### config.mk
export PLATFORM = sky130hd
export DESIGN_NAME = mc_maindec_hs_flat
export DESIGN_NICKNAME = d
export VERILOG_FILES = /design/src/rtl/mc_maindec_hs_if.sv /design/src/rtl/mc_maindec_hs.sv /design/src/flat_wrapper.sv
export SDC_FILE = /design/constraint.sdc
export NUM_CORES = 1
export LEC_CHECK = 0
export BUFFER_PORTS_ARGS = -buffer_cell sky130_fd_sc_hd__buf_2
export CAP_MARGIN = 20
export CORE_ASPECT_RATIO = 0.7
export CORE_MARGIN = 4
export CORE_UTILIZATION = 46
export DETAILED_ROUTE_END_ITERATION = 8
export HOLD_SLACK_MARGIN = 0.15
export PLACE_DENSITY = 0.73
export SLEW_MARGIN = 20
export SYNTH_ARGS = -nofsm -noshare
export SYNTH_HDL_FRONTEND = slang
export SYNTH_SLANG_ARGS = --single-unit
### constraint.sdc
create_clock -name clk -period 4.6 [get_ports clk]
set_clock_uncertainty 0.1 [all_clocks]
set_input_delay 0.69 -clock clk [delete_from_list [all_inputs] [get_ports clk]]
set_output_delay 0.69 -clock clk [all_outputs]
set_load 0.01 [all_outputs]
### src/rtl/mc_maindec_hs_if.sv
// mc_maindec_hs_if: opcode/ready inputs and datapath control bundle of the multicycle main decoder.
interface mc_maindec_hs_if;
  logic [5:0] op;
  logic       mem_ready;
  logic       memreq, pcwrite, irwrite, regwrite, alusrca, branch, bne;
  logic       iord, memtoreg, regdst, dtype, illegal, memerr;
  logic [1:0] memwrite, pcsrc, ltype;
  logic [2:0] alusrcb, aluop;
  logic [4:0] stateshow;
  modport master (
    input  op, mem_ready,
    output memreq, pcwrite, irwrite, regwrite, alusrca, branch, bne, iord, memtoreg, regdst,
           dtype, illegal, memerr, memwrite, pcsrc, ltype, alusrcb, aluop, stateshow
  );
  modport slave (
    output op, mem_ready,
    input  memreq, pcwrite, irwrite, regwrite, alusrca, branch, bne, iord, memtoreg, regdst,
           dtype, illegal, memerr, memwrite, pcsrc, ltype, alusrcb, aluop, stateshow
  );
endinterface

### src/rtl/mc_maindec_hs.sv
// mc_maindec_hs: multicycle MIPS main controller with ready handshake, memory watchdog and XLEN-gated LD/SD.
// Build option MAINDEC_TRAP_EN: illegal opcodes lock the FSM in TRAP until reset.
module mc_maindec_hs #(
  parameter int XLEN    = 32,
  parameter int TIMEOUT = 16,
  parameter int CW      = 5
) (
  input logic clk,
  input logic reset,
  mc_maindec_hs_if.master bus
);
  localparam logic [3:0] S_IF = 4'd0, S_ID = 4'd1, S_EX_LS = 4'd2, S_MEM_LD = 4'd3, S_WB_L = 4'd4,
                         S_MEM_ST = 4'd5, S_EX_R = 4'd6, S_WB_R = 4'd7, S_EX_BR = 4'd8,
                         S_EX_J = 4'd9, S_EX_I = 4'd10, S_WB_I = 4'd11;
`ifdef MAINDEC_TRAP_EN
  localparam logic [3:0] S_TRAP = 4'd12;
  localparam logic [3:0] S_ILL  = S_TRAP;
`else
  localparam logic [3:0] S_ILL  = S_IF;
`endif
  localparam logic [5:0] OP_R = 6'b000000, OP_LW = 6'b100011, OP_SW = 6'b101011, OP_LB = 6'b100000,
                         OP_LBU = 6'b100100, OP_SB = 6'b101000, OP_LD = 6'b110111, OP_SD = 6'b111111,
                         OP_BEQ = 6'b000100, OP_BNE = 6'b000101, OP_J = 6'b000010, OP_ADDI = 6'b001000,
                         OP_ANDI = 6'b001100, OP_ORI = 6'b001101, OP_SLTI = 6'b001010;
  localparam logic [CW-1:0] T_LAST = CW'(TIMEOUT > 0 ? TIMEOUT - 1 : 0);

  logic [3:0]    state_q, state_d;
  logic [CW-1:0] cnt_q, cnt_d;
  logic          memerr_q, memerr_d;
  logic          ld64, sd64, is_ld, is_st, is_r, is_br, is_j, is_imm, waiting, expire;

  assign ld64   = (XLEN == 64) && (bus.op == OP_LD);
  assign sd64   = (XLEN == 64) && (bus.op == OP_SD);
  assign is_ld  = bus.op == OP_LW || bus.op == OP_LB || bus.op == OP_LBU || ld64;
  assign is_st  = bus.op == OP_SW || bus.op == OP_SB || sd64;
  assign is_r   = bus.op == OP_R;
  assign is_br  = bus.op == OP_BEQ || bus.op == OP_BNE;
  assign is_j   = bus.op == OP_J;
  assign is_imm = bus.op == OP_ADDI || bus.op == OP_ANDI || bus.op == OP_ORI || bus.op == OP_SLTI;
  assign waiting = state_q == S_IF || state_q == S_MEM_LD || state_q == S_MEM_ST;
  // a ready in the expiry cycle is a completion, so expiry needs ready low
  assign expire  = (TIMEOUT > 0) && waiting && !bus.mem_ready && cnt_q == T_LAST;

  assign bus.memerr    = memerr_q;
  assign bus.stateshow = {1'b0, state_q};

  always_comb begin
    bus.memreq   = 1'b0;
    bus.pcwrite  = 1'b0;
    bus.irwrite  = 1'b0;
    bus.regwrite = 1'b0;
    bus.alusrca  = 1'b0;
    bus.branch   = 1'b0;
    bus.bne      = 1'b0;
    bus.iord     = 1'b0;
    bus.memtoreg = 1'b0;
    bus.regdst   = 1'b0;
    bus.dtype    = 1'b0;
    bus.illegal  = 1'b0;
    bus.memwrite = 2'b00;
    bus.pcsrc    = 2'b00;
    bus.ltype    = 2'b00;
    bus.alusrcb  = 3'b000;
    bus.aluop    = 3'b000;
    state_d      = state_q;
    case (state_q)
      S_IF: begin
        bus.memreq  = 1'b1;
        bus.alusrcb = 3'b001;
        bus.irwrite = bus.mem_ready;
        bus.pcwrite = bus.mem_ready;
        state_d     = bus.mem_ready ? S_ID : S_IF;
      end
      S_ID: begin
        bus.alusrcb = 3'b011;
        bus.illegal = !(is_ld || is_st || is_r || is_br || is_j || is_imm);
        state_d     = (is_ld || is_st) ? S_EX_LS : is_r ? S_EX_R : is_br ? S_EX_BR :
                      is_j ? S_EX_J : is_imm ? S_EX_I : S_ILL;
      end
      S_EX_LS: begin
        bus.alusrca = 1'b1;
        bus.alusrcb = 3'b010;
        state_d     = is_ld ? S_MEM_LD : S_MEM_ST;
      end
      S_MEM_LD: begin
        bus.iord   = 1'b1;
        bus.memreq = 1'b1;
        bus.ltype  = bus.op == OP_LB ? 2'b10 : bus.op == OP_LBU ? 2'b01 : 2'b00;
        bus.dtype  = ld64;
        state_d    = bus.mem_ready ? S_WB_L : S_MEM_LD;
      end
      S_WB_L: begin
        bus.regwrite = 1'b1;
        bus.memtoreg = 1'b1;
        state_d      = S_IF;
      end
      S_MEM_ST: begin
        bus.iord     = 1'b1;
        bus.memreq   = 1'b1;
        bus.memwrite = !bus.mem_ready ? 2'b00 : bus.op == OP_SW ? 2'b01 :
                       bus.op == OP_SB ? 2'b10 : sd64 ? 2'b11 : 2'b00;
        state_d      = bus.mem_ready ? S_IF : S_MEM_ST;
      end
      S_EX_R: begin
        bus.alusrca = 1'b1;
        bus.aluop   = 3'b010;
        state_d     = S_WB_R;
      end
      S_WB_R: begin
        bus.regwrite = 1'b1;
        bus.regdst   = 1'b1;
        state_d      = S_IF;
      end
      S_EX_BR: begin
        bus.alusrca = 1'b1;
        bus.aluop   = 3'b001;
        bus.pcsrc   = 2'b01;
        bus.branch  = bus.op == OP_BEQ;
        bus.bne     = bus.op == OP_BNE;
        state_d     = S_IF;
      end
      S_EX_J: begin
        bus.pcwrite = 1'b1;
        bus.pcsrc   = 2'b10;
        state_d     = S_IF;
      end
      S_EX_I: begin
        bus.alusrca = 1'b1;
        bus.alusrcb = (bus.op == OP_ANDI || bus.op == OP_ORI) ? 3'b100 : 3'b010;
        bus.aluop   = bus.op == OP_ANDI ? 3'b011 : bus.op == OP_ORI ? 3'b100 :
                      bus.op == OP_SLTI ? 3'b101 : 3'b000;
        state_d     = S_WB_I;
      end
      S_WB_I: begin
        bus.regwrite = 1'b1;
        state_d      = S_IF;
      end
`ifdef MAINDEC_TRAP_EN
      S_TRAP: bus.illegal = 1'b1;
`endif
      default: state_d = S_IF;
    endcase
    if (expire) state_d = S_IF;
  end

  assign memerr_d = memerr_q | expire;
  assign cnt_d    = (expire || state_d != state_q) ? '0 :
                    (waiting && !bus.mem_ready) ? cnt_q + 1'b1 : cnt_q;

  always_ff @(posedge clk or posedge reset) begin
    if (reset) begin
      state_q  <= S_IF;
      cnt_q    <= '0;
      memerr_q <= 1'b0;
    end else begin
      state_q  <= state_d;
      cnt_q    <= cnt_d;
      memerr_q <= memerr_d;
    end
  end
endmodule

### src/flat_wrapper.sv
// flat-port wrapper written by rule: the top's interface ports become plain ports
module mc_maindec_hs_flat 
#(
  parameter int XLEN    = 32,
  parameter int TIMEOUT = 16,
  parameter int CW      = 5
)
  (clk, reset, bus_op, bus_mem_ready, bus_memreq, bus_pcwrite, bus_irwrite, bus_regwrite, bus_alusrca, bus_branch, bus_bne, bus_iord, bus_memtoreg, bus_regdst, bus_dtype, bus_illegal, bus_memerr, bus_memwrite, bus_pcsrc, bus_ltype, bus_alusrcb, bus_aluop, bus_stateshow);
  mc_maindec_hs_if bus_i ();
  input logic clk;
  input logic reset;
  input wire logic [$bits(bus_i.op)-1:0] bus_op;
  input wire logic [$bits(bus_i.mem_ready)-1:0] bus_mem_ready;
  output wire logic [$bits(bus_i.memreq)-1:0] bus_memreq;
  output wire logic [$bits(bus_i.pcwrite)-1:0] bus_pcwrite;
  output wire logic [$bits(bus_i.irwrite)-1:0] bus_irwrite;
  output wire logic [$bits(bus_i.regwrite)-1:0] bus_regwrite;
  output wire logic [$bits(bus_i.alusrca)-1:0] bus_alusrca;
  output wire logic [$bits(bus_i.branch)-1:0] bus_branch;
  output wire logic [$bits(bus_i.bne)-1:0] bus_bne;
  output wire logic [$bits(bus_i.iord)-1:0] bus_iord;
  output wire logic [$bits(bus_i.memtoreg)-1:0] bus_memtoreg;
  output wire logic [$bits(bus_i.regdst)-1:0] bus_regdst;
  output wire logic [$bits(bus_i.dtype)-1:0] bus_dtype;
  output wire logic [$bits(bus_i.illegal)-1:0] bus_illegal;
  output wire logic [$bits(bus_i.memerr)-1:0] bus_memerr;
  output wire logic [$bits(bus_i.memwrite)-1:0] bus_memwrite;
  output wire logic [$bits(bus_i.pcsrc)-1:0] bus_pcsrc;
  output wire logic [$bits(bus_i.ltype)-1:0] bus_ltype;
  output wire logic [$bits(bus_i.alusrcb)-1:0] bus_alusrcb;
  output wire logic [$bits(bus_i.aluop)-1:0] bus_aluop;
  output wire logic [$bits(bus_i.stateshow)-1:0] bus_stateshow;
  assign bus_i.op = bus_op;
  assign bus_i.mem_ready = bus_mem_ready;
  assign bus_memreq = bus_i.memreq;
  assign bus_pcwrite = bus_i.pcwrite;
  assign bus_irwrite = bus_i.irwrite;
  assign bus_regwrite = bus_i.regwrite;
  assign bus_alusrca = bus_i.alusrca;
  assign bus_branch = bus_i.branch;
  assign bus_bne = bus_i.bne;
  assign bus_iord = bus_i.iord;
  assign bus_memtoreg = bus_i.memtoreg;
  assign bus_regdst = bus_i.regdst;
  assign bus_dtype = bus_i.dtype;
  assign bus_illegal = bus_i.illegal;
  assign bus_memerr = bus_i.memerr;
  assign bus_memwrite = bus_i.memwrite;
  assign bus_pcsrc = bus_i.pcsrc;
  assign bus_ltype = bus_i.ltype;
  assign bus_alusrcb = bus_i.alusrcb;
  assign bus_aluop = bus_i.aluop;
  assign bus_stateshow = bus_i.stateshow;
  mc_maindec_hs #(.XLEN(XLEN), .TIMEOUT(TIMEOUT), .CW(CW)) u_core (.clk(clk), .reset(reset), .bus(bus_i));
endmodule
# Word level (Yosys, flattened, before mapping)
# Index checks and enable logic that the tools add are counted.
[op_classes]
n_reduce_logical = 27
bitwise_logic = 1
n_addsub = 1
mux = 38
eq_ne = 25
[ops]
columns = ["operator", "n"]
rows = [
  ["$eq 6x6->1 const B", 5],
  ["$pmux 4 s7", 1],
  ["$eq 6x4->1 const B", 4],
  ["$mux 4", 6],
  ["$mux 3", 7],
  ["$eq 4x3->1 const B", 4],
  ["$eq 4x4->1 const B", 4],
  ["$logic_or 1x1->1", 16],
  ["$eq 6x3->1 const B", 2],
  ["$mux 1", 12],
  ["$mux 2", 6],
  ["$pmux 3 s4", 1],
  ["$mux 5", 2],
  ["$pmux 3 s3", 1],
  ["$eq 4x2->1 const B", 2],
  ["$eq 6x2->1 const B", 1],
  ["$logic_not 6->1", 1],
  ["$reduce_or 3->1", 2],
  ["$add 5x1->5 const B", 1],
  ["$eq 5x4->1 const B", 1],
  ["$eq 4x1->1 const B", 1],
  ["$logic_not 4->1", 1],
  ["$ne 4x4->1", 1],
  ["$pmux 2 s2", 1],
  ["7 further kinds", 9],
]
[word_totals]
word_cells = 95
ff_bits = 10

# Logic depth before layout (Yosys ltp)
# Gate-level depths: netlist of the first run.
[depth]
word_depth = 14
ltp_mapped = 9
mapped_depth_nobuf = 9

# Least setup slack after synthesis of the first run
# Ideal clock, no wire load.
[synth_timing]
path_type = "register -> output"
from = "register u_core.state_q[3]"
to = "output port bus_branch"
path_buffers = 2
path_stages_with_launch = 7
arrival_time_ns = 1.841
t_required_ns = 3.810
setup_slack_ns = 1.969
cell_sequence = "dfrtp_1 buf_2 buf_1 nand2b_1 nor3_1 nand2_1 nor3_1"
[synth_via]
elab_chain_cells = 2
[synth_rtl]
columns = ["element", "line_no", "text"]
rows = [
  ["start: declaration", "mc_maindec_hs.sv:27", "logic [3:0] state_q, state_d;"],
  ["start signal: assignment", "mc_maindec_hs.sv:156", "state_q <= state_d;"],
  ["$eq 4x4->1", "mc_maindec_hs.sv:66", "case (state_q)"],
  ["$mux 1", "mc_maindec_hs.sv:66", ""],
  ["end: declaration", "flat_wrapper.sv:19", "output wire logic [$bits(bus_i.branch)-1:0] bus_branch;"],
]
# Every way passes these cells.

# Worst setup path in the final report of the first run
[layout_timing]
from = "register u_core.state_q[0]"
to = "output port bus_memwrite[1]"
[layout_via]
elab_chain_cells = 2
[layout_rtl]
columns = ["element", "line_no", "text"]
rows = [
  ["$eq 4x3->1", "mc_maindec_hs.sv:66", ""],
  ["$mux 2", "mc_maindec_hs.sv:66", ""],
  ["end: declaration", "flat_wrapper.sv:27", "output wire logic [$bits(bus_i.memwrite)-1:0] bus_memwrite;"],
]
# Every way passes these cells.

==> results_dict.tcl, run 1 <==
set metrics [dict create \
    status "finished, final reports clean" \
    drive_gt1_frac 0.262 \
    worstSetupStartpointType "flip-flop" \
    netlist.area_leader.share 0.201 \
    cts_tree "built" \
    holdBufCountCts 0 \
    end_kind "output port" \
    ys_seq_area_frac 0.201 \
    crit_chain "nand2b_1 -> nor4_1 -> nand2_1 -> nor2_1 -> buf_2" \
    use_met1 0.284 \
    vdd_drop_max_uv 183 \
    relSlewSlack 0.442 \
    wl_um 3360 \
    min_path_type "in2async" \
    post-route-min-period_ns 2.80 \
    p_comb_frac 0.609 \
    finalSetupViolCount 0 \
    synth_edf_count 0 \
    top_usage_layer "met2" \
    rsz0062_at_grt "false" \
    finalHoldViolations 0 \
    top_level_ports 39 \
    clk_latency_ns 0.23 \
    synthTopCellsByCount "23 x nor2_1, 17 x nand2_1, 15 x nor3_1" \
    yosysUniqueCellTypes 50 \
    ys_ff_latch 10 \
    p_sw_uw 336 \
    grt_use_met3 0.0425 \
    slowest_delay_ns 0.88 \
    syn-cell-area_um2 1240 \
    switching_share 0.503 \
    p_int_uw 332 \
    viasPerCell 5.72 \
    clk_pin_slew_ns 0.04 \
    fin_nets 208 \
    path_max_fanout 24 \
    synthCells 168 \
    cts.repair.resized 0 \
    area.growth.synth_to_final_pct 15.4 \
    gr-total-overflow 0 \
    slew_violations 0 \
    cts-root-buf "clkbuf_8" \
    ant_nets 0 \
    grtUsageMet2 0.306 \
    clkPwrFrac 0.130 \
    synth.largest_area_cell "dfrtp_1" \
    synth.area.top_cells "dfrtp_1 20%, nor2_1 6.9%, nor3_1 6.0%, nand2_1 5.1%, a21oi_1 4.8%" \
    first_pass_iters 4 \
    p_per_area_nw_per_um2 465 \
    worstSetupPathType "reg2out" \
    post_cts_buffers 0 \
    ys_async_sr_fraction 1.00 \
    post-route-period-util 0.608 \
    utilization 0.571 \
    drt_iter0_markers 106 \
    p_leak_uw 0.000647 \
    hpwl_um 2630 \
    num_rows 15 \
    antenna_found_initial 0 \
    grt_pass1_wl_um 5790 \
    diodes 0 \
    cts_made_buffers 3 \
    htreeDepth 1 \
    avgRoutedWirePerCell_um 14.7 \
    initial_core_util 0.495 \
    chipHeight_um 51.5 \
    cp_data_arrival_time_ns 2.01 \
    vias 1310 \
    cap_violations 0 \
    synth_ff_type "dfrtp_1" \
    cp.required_ns 3.81 \
    yosysMostFrequentCell "nor2_1" \
    synth.avg_cell_area_um2 7.41 \
    worstMarginPinSlew_ns 0.838 \
    grtUsageTotal 0.199 \
    cpMaxStageDelayCell "dfrtp_1" \
    fmaxAchievable_mhz 357 \
    core_area_um2 2510 \
    drc 0 \
    p_seq_frac 0.261 \
    port_buffers 36 \
    dieWidth_um 70.2 \
    cts_sinks 10 \
    yosysWarningCount 0 \
    setup_tns_ns 0 \
    path_buf_inv 1 \
    grt_pass1_vias 1224 \
    die_area_um2 3620 \
    gp_congestion 0.977 \
    path_delay_family "flip-flops" \
    clock_tree.buffer_depth 2 \
    grt_max_degree 26 \
]
area by class of cell:
type,count,area (um^2)
Multi-Input combinational cell,139,896
Clock buffer,3,41.3
Tap cell,34,42.5
Inverter,7,26.3
Sequential cell,10,250
Fill cell,265,1080
Timing Repair Buffer,36,180
sequential cells by signal, indices dropped and copies added (netlist names):
signal,flops
u_core.bus.memerr,1
u_core.cnt_q,5
u_core.state_q,4
metal layers:
layer | vias to the layer above | wire length [um] | part of all wire
met1 | 602 | 1600 | 0.48
met2 | 45 | 1460 | 0.43
met5 | - | 0 | 0
met4 | 0 | 38 | 0.011
li1 | 655 | - | -
met3 | 8 | 263 | 0.078
path summary, 6_finish.rpt:
check,depth (start not counted),from,slack [ns],to
max,5,u_core.state_q[0],1.80,bus_memwrite[1]
min,2,reset,0.33,u_core.state_q[0]
max reg2reg,9,u_core.cnt_q[0],2.04,u_core.cnt_q[4]
min reg2reg,1,u_core.bus.memerr,0.38,u_core.bus.memerr
max in group asynchronous,2,reset,3.81,u_core.cnt_q[2]
min in group clk,1,u_core.bus.memerr,0.38,u_core.bus.memerr
cell families after synthesis:
group	share of synthesized area
xor+xnor	0.0352
compound gates	0.284
fa+ha+maj	0.0201
mux	0.00804
flops	0.201
buf+inv	0.0824
other cells	0.00301
simple gates	0.366
stage by stage:
step	std cells	area, um^2	power, uW	hold WS [ns]	setup WS [ns]
finish	229	1440	668	0.325	1.80
global route	229	1440	727	0.361	1.56
CTS	229	1440	671	0.334	1.83
detailed placement	226	1400	582	0.371	1.93
global placement	226	1400	572	0.335	1.99
floorplan	169	1250	489	0.393	1.97
cells in the final DEF (no fill, tap or decap), types with 3 or more instances in the layout:
master	n
a21oi_1	12
nand3_1	5
and3_1	4
nand2b_1	5
dfrtp_1	10
nor2b_1	5
inv_1	7
buf_2	36
o21ai_0	5
nor2_1	23
nor3_1	15
clkbuf_8	3
nand2_1	17
xor2_1	3
power groups by stage:
stage	combinational, uW	clock, uW	sequential, uW
final	407	86.6	174
after global routing	450	94.3	182
after CTS	409	89.1	173
after detailed placement	407	0	175
after global placement	402	0	170
after floorplan	364	0	125
Power figures use the tool's default switching activity.
==> run 2, diff against run 1 <==
--- a/config.mk
+++ b/config.mk
@@ -5,6 +5,7 @@
 export SDC_FILE = /design/constraint.sdc
 export NUM_CORES = 1
 export LEC_CHECK = 0
+export ABC_AREA = 1
 export BUFFER_PORTS_ARGS = -buffer_cell sky130_fd_sc_hd__buf_2
 export CAP_MARGIN = 20
 export CORE_ASPECT_RATIO = 0.7
@@ -12,7 +13,7 @@
 export CORE_UTILIZATION = 46
 export DETAILED_ROUTE_END_ITERATION = 8
 export HOLD_SLACK_MARGIN = 0.15
-export PLACE_DENSITY = 0.73
+export PLACE_DENSITY = 0.75
 export SLEW_MARGIN = 20
 export SYNTH_ARGS = -nofsm -noshare
 export SYNTH_HDL_FRONTEND = slang
==> constraint.sdc (replaced) <==
create_clock -name clk -period 2.7 [get_ports clk]
set_clock_uncertainty 0.1 [all_clocks]
set_input_delay 0.405 -clock clk [delete_from_list [all_inputs] [get_ports clk]]
set_output_delay 0.405 -clock clk [all_outputs]
set_load 0.01 [all_outputs]
==> run 2 against run 1 <==
  * Synthesized cell count down 4.8%
  * Global-route usage down 0.60 points
  * Sequential share of layout area up 1.3 points
  * Critical endpoint is now bus_illegal
  * Via count down 12%
  * First-iteration DRC count down 57%
  * Non-clock buffer count up 1
  * Clock power up 59%
  * Final area down 6.9%
  * Area after synthesis down 13%
  * Hold slack better by 0.049 ns
  * Worst setup slack worse by 1.4 ns
  * Combinational power up 33%
==> results_dict.tcl, run 2 <==
set metrics [dict create \
    worst_slack_ns 0.429 \
    slew_violations 0 \
    grtUsageTotal 0.193 \
    core_area_um2 2190 \
    synth.avg_cell_area_um2 6.76 \
    grt_max_degree 11 \
    p_per_area_nw_per_um2 688 \
    initial_core_util 0.494 \
    die_area_um2 3210 \
    chipHeight_um 48.6 \
    gp_congestion 0.923 \
    vdd_drop_max_uv 370 \
    gr-total-overflow 0 \
    synthMuxAreaShare 0 \
    finalHoldViolations 0 \
    cts-root-buf "clkbuf_4" \
    top_level_ports 39 \
    synthCells 160 \
    cp_data_arrival_time_ns 1.77 \
    avgRoutedWirePerCell_um 12.4 \
    synth.area.top_cells "dfrtp_1 23%, inv_1 9.7%, nor2_1 8.7%, nand2_1 8.0%, nand3_1 5.5%" \
    ant_nets 0 \
    setup_tns_ns 0 \
    diodes 0 \
    fmaxAchievable_mhz 440 \
    grt_pass1_wl_um 4900 \
    yosysUniqueCellTypes 32 \
    p_leak_uw 0.000751 \
    dieWidth_um 66.0 \
    rsz0062_at_grt "false" \
    htreeDepth 1 \
    synth_edf_count 0 \
    synthSimpleGateAreaFrac 0.523 \
    ys_async_sr_fraction 1.00 \
    synthXorXnorAreaFrac 0.0243 \
    fillerInstances 195 \
    clk_pin_slew_ns 0.06 \
    status "finished, final reports clean" \
    path_max_fanout 5 \
    wl_um 2880 \
    cap_violations 0 \
    post_cts_buffers 0 \
    fin_nets 212 \
    syn-cell-area_um2 1080 \
    drt_iter0_markers 46 \
    netlist.area_leader.share 0.231 \
    synth-adder-area-share 0.0231 \
    drc 0 \
    min_path_type "reg2reg" \
    cts_made_buffers 3 \
    synth_compound_area_frac 0.0671 \
    synth_ff_type "dfrtp_1" \
    post-route-period-util 0.841 \
    drive_gt1_frac 0.370 \
    largest_reg_flops 5 \
    port_buffers 36 \
    largest_register "u_core.cnt_q" \
    ys_seq_area_frac 0.231 \
    finalSetupViolCount 0 \
    antenna_found_initial 0 \
    mostFrequentLayoutCells "36 x buf_2, 28 x inv_1, 25 x nor2_1, 23 x nand2_1, 12 x nand3_1" \
    ys_ff_latch 10 \
    viasPerCell 4.99 \
    clock_tree.buffer_depth 2 \
    synth.largest_area_cell "dfrtp_1" \
    worstSetupStartpointType "flip-flop" \
    post-route-min-period_ns 2.27 \
    clk_latency_ns 0.28 \
    hpwl_um 2470 \
    first_pass_iters 4 \
    worstSetupPathType "reg2out" \
    synth_top_family_by_area "simple AND/OR/NAND/NOR gates" \
    yosysWarningCount 0 \
    cts.repair.resized 0 \
    grt_pass1_vias 1100 \
    dp_slack_ns 0.700 \
    holdBufCountCts 1 \
    area.growth.synth_to_final_pct 23.6 \
    cts_sinks 10 \
    num_rows 14 \
    yosysMostFrequentCell "inv_1" \
    vias 1157 \
    end_kind "output port" \
    final_common_cell "buf_2" \
    cts_tree "built" \
    cp.required_ns 2.19 \
    synthTopCellsByCount "28 x inv_1, 25 x nor2_1, 23 x nand2_1" \
]
[run 2: changes by cell type in the layout (fill, tap and decap cells not counted), sizes merged, moves of 7 or more]
cell and change:
nor3 -7, nand2 +15, inv +26, nand3 +11
a21oi -10, nor2 +10
[run 2: power breakdown]
group,switching (uW),internal [uW]
sequential,54.3,186
combinational,343,200
clock,55.8,82.0
[run 2: stage by stage]
stage          cells   util  power [uW]  area, um^2  hold WS, ns
2_1_floorplan    161      -         635        1090        0.145
3_3_place_gp     227  0.590         767        1290        0.293
3_5_place_dp     227  0.590         786        1290        0.298
4_1_cts          232  0.611         925        1340        0.386
5_1_grt          232  0.611        1000        1340        0.411
6_report         232  0.611         920        1340        0.374
[run 2: path summary, 6_finish.rpt]
check                                  start                end  slack (ns)  cells after the start
hold reg to reg            u_core.bus.memerr  u_core.bus.memerr        0.37                      2
setup / recovery           u_core.state_q[3]        bus_illegal        0.43                      6
setup reg to reg             u_core.cnt_q[0]    u_core.cnt_q[1]        0.84                      8
max in group asynchronous              reset    u_core.cnt_q[1]        1.68                      3
min in group asynchronous              reset    u_core.cnt_q[0]        0.54                      3
hold / removal             u_core.bus.memerr  u_core.bus.memerr        0.37                      2
[run 2: critical path, cell delays in order, from the launching register on]
cell and delay, ns:
dfrtp_1 0.45, nor2_2 0.26, inv_2 0.11, nor2_4 0.14, inv_1 0.08, nor4_1 0.28, buf_2 0.18
[run 2: cells by family after synthesis]
kind of cell               Yosys count
and+or+nand+nor                     98
buffers and inverters               35
AOI/OAI and AO/OA                   11
DFF                                 10
xor gates and xnor gates             3
adders and majority gates            2
other                                1
[run 2: layout make-up]
class	instances	area, um^2	share of cell area
Multi-Input combinational cell	116	697	0.521
Sequential cell	10	250	0.187
Timing Repair Buffer	37	190	0.142
Inverter	33	124	0.0926
Tap cell	32	40.0	0.0299
Clock buffer	4	36.3	0.0271
[run 2: routing by layer]
layer,vias up,share of wire,track usage
li1,588,-,-
met1,521,0.49,0.281
met2,46,0.41,0.276
met3,2,0.099,0.0671
met4,0,0.0021,0.0338
met5,-,0,0
==> run 3, diff against run 2 <==
--- a/config.mk
+++ b/config.mk
@@ -5,7 +5,7 @@
 export SDC_FILE = /design/constraint.sdc
 export NUM_CORES = 1
 export LEC_CHECK = 0
-export ABC_AREA = 1
+export ABC_AREA = 0
 export BUFFER_PORTS_ARGS = -buffer_cell sky130_fd_sc_hd__buf_2
 export CAP_MARGIN = 20
 export CORE_ASPECT_RATIO = 0.7
@@ -13,7 +13,7 @@
 export CORE_UTILIZATION = 46
 export DETAILED_ROUTE_END_ITERATION = 8
 export HOLD_SLACK_MARGIN = 0.15
-export PLACE_DENSITY = 0.75
+export PLACE_DENSITY = 0.73
 export SLEW_MARGIN = 20
 export SYNTH_ARGS = -nofsm -noshare
 export SYNTH_HDL_FRONTEND = slang
==> constraint.sdc (replaced) <==
create_clock -name clk -period 2.1 [get_ports clk]
set_clock_uncertainty 0.1 [all_clocks]
set_input_delay 0.315 -clock clk [delete_from_list [all_inputs] [get_ports clk]]
set_output_delay 0.315 -clock clk [all_outputs]
set_load 0.01 [all_outputs]
==> run 3 against run 2 <==
  * The run now ends with negative setup slack left
  * Worst setup slack worse by 0.71 ns
  * Non-clock buffer count is 38 higher
  * Flip-flop and latch count stayed put
  * Register-to-register slack worse by 1.1 ns
  * Total power is 130% higher
  * Via count is 41% higher
  * Largest power group unchanged
==> results_dict.tcl, run 3 (synthesis gave the netlist of run 1 again) <==
set metrics [dict create \
    largest_reg_flops 5 \
    htreeDepth 1 \
    chipHeight_um 51.5 \
    drt_iter0_markers 122 \
    cp.required_ns 2.11 \
    grt_max_degree 13 \
    clk_pin_slew_ns 0.05 \
    relSlewSlack 0.638 \
    num_rows 15 \
    port_buffers 36 \
    viasPerCell 6.07 \
    path_max_fanout 4 \
    worstSetupPathType "reg2reg" \
    cts_sinks 10 \
    slowest_delay_ns 0.45 \
    dieWidth_um 70.2 \
    finalNonFillerCells 268 \
    cap_violations 0 \
    fmaxAchievable_mhz 420 \
    whs_ns 0.358 \
    min_path_type "reg2reg" \
    area.growth.synth_to_final_pct 53.3 \
    mostFrequentLayoutCells "36 x buf_2, 34 x buf_4, 23 x nor2_1, 16 x nand2_1, 11 x a21oi_1" \
    worst_slack_ns -0.283 \
    die_area_um2 3620 \
    largest_register "u_core.cnt_q" \
    grt_pass1_wl_um 7350 \
    worstSetupStartpointType "flip-flop" \
    slew_violations 0 \
    gr-total-overflow 0 \
    avgRoutedWirePerCell_um 18.4 \
    vias 1626 \
    clock_tree.buffer_depth 2 \
    wl_um 4920 \
    finalHoldViolations 0 \
    hold_depth 1 \
    setup_tns_ns -1.70 \
    status "complete, but fails checks" \
    fillerInstances 188 \
    p_leak_uw 0.000873 \
    cts_made_buffers 3 \
    antenna_found_initial 0 \
    placed_cells 258 \
    initial_core_util 0.495 \
    cpMaxStageDelayCell "a221oi_4" \
    post-route-min-period_ns 2.38 \
    grtUsageTotal 0.259 \
    post-route-period-util 1.13 \
    gp_congestion 0.877 \
    hpwl_um 3350 \
    core_area_um2 2510 \
    diodes 0 \
    ant_nets 0 \
    p_per_area_nw_per_um2 1090 \
    drc 0 \
    cp_data_arrival_time_ns 2.40 \
    final_common_cell "buf_2" \
    finalSetupViolCount 12 \
    cts_tree "built" \
    fin_nets 247 \
    worstMarginPinSlew_ns 0.538 \
    crit_chain "ha_2 -> and3_4 -> ha_4 -> nor2b_4 -> o21ai_4 -> a221oi_4 -> nor3b_2 -> o32ai_4 -> buf_12 -> nor3_2" \
    dp_slack_ns -0.170 \
    clk_latency_ns 0.24 \
    grt_pass1_vias 1508 \
    rsz0062_at_grt "true" \
    drive_gt1_frac 0.466 \
    utilization 0.759 \
    end_kind "flip-flop" \
    first_pass_iters 5 \
    vdd_drop_max_uv 855 \
    cts-root-buf "clkbuf_8" \
    worstRegToRegCells 10 \
    top_level_ports 39 \
    violations "negative setup slack" \
]
==> run 3: changes by cell type in the layout (fill, tap and decap cells not counted), moves of 7 or more <==
cell and change:
buf_4 +34, nand3_1 -7, nand2_2 -7, inv_1 -22, a21oi_1 +9, nand2_1 -7
==> run 3: area by class of cell <==
cell class | instances | area, um^2 | area share
Inverter | 7 | 26.3 | 0.0138
Sequential cell | 10 | 251 | 0.132
Timing Repair Buffer | 75 | 499 | 0.262
Clock buffer | 3 | 41.3 | 0.0216
Multi-Input combinational cell | 139 | 1050 | 0.549
Tap cell | 34 | 42.5 | 0.0223
==> run 3: critical path: cells and delay by family (launching register included) <==
kind	cells	cell delay (ns)
AO/OA/AOI/OAI	3	0.74
adder cells (fa/ha/maj)	2	0.32
AND/OR/NAND/NOR	4	0.57
flip-flops	1	0.37
buffers and inverters	1	0.16
==> run 3: worst paths after layout <==
path,slack [ns],end,from
setup / recovery,-0.28,u_core.cnt_q[2],u_core.cnt_q[1]
hold / removal,0.36,u_core.bus.memerr,u_core.bus.memerr
setup reg to reg,-0.28,u_core.cnt_q[2],u_core.cnt_q[1]
hold reg to reg,0.36,u_core.bus.memerr,u_core.bus.memerr
max in group asynchronous,1.06,u_core.state_q[2],reset
min in group asynchronous,0.54,u_core.bus.memerr,reset
==> run 3: layer usage <==
layer	GRT usage	share of wire	up-vias
li1	-	-	729
met1	0.323	0.40	760
met2	0.436	0.47	117
met3	0.0695	0.11	20
met4	0.0955	0.024	0
met5	0	0	-
==> run 3: what timing repair did <==
| item | 4_1_cts | 5_1_grt |
|---|---|---|
| endpoints found under the hold margin | 10 | 0 |
| setup endpoints to repair | 12 | 20 |
| pin swaps | 3 | 4 |
| gates resized for setup | 9 | 14 |
| setup buffers | 4 | 2 |
| hold buffers | 1 | 0 |
==> run 3: through the flow <==
stage	total power, uW	cell area [um^2]
after detailed placement	1640	1700
after global placement	1610	1700
after global routing	2200	1910
after floorplan	1130	1300
final	2080	1910
after CTS	1940	1820
==> run 3: where the power goes <==
group | switching [uW] | internal [uW] | total (uW)
Combinational | 874 | 710 | 1580
Clock | 71.8 | 125 | 197
Sequential | 67.6 | 230 | 298
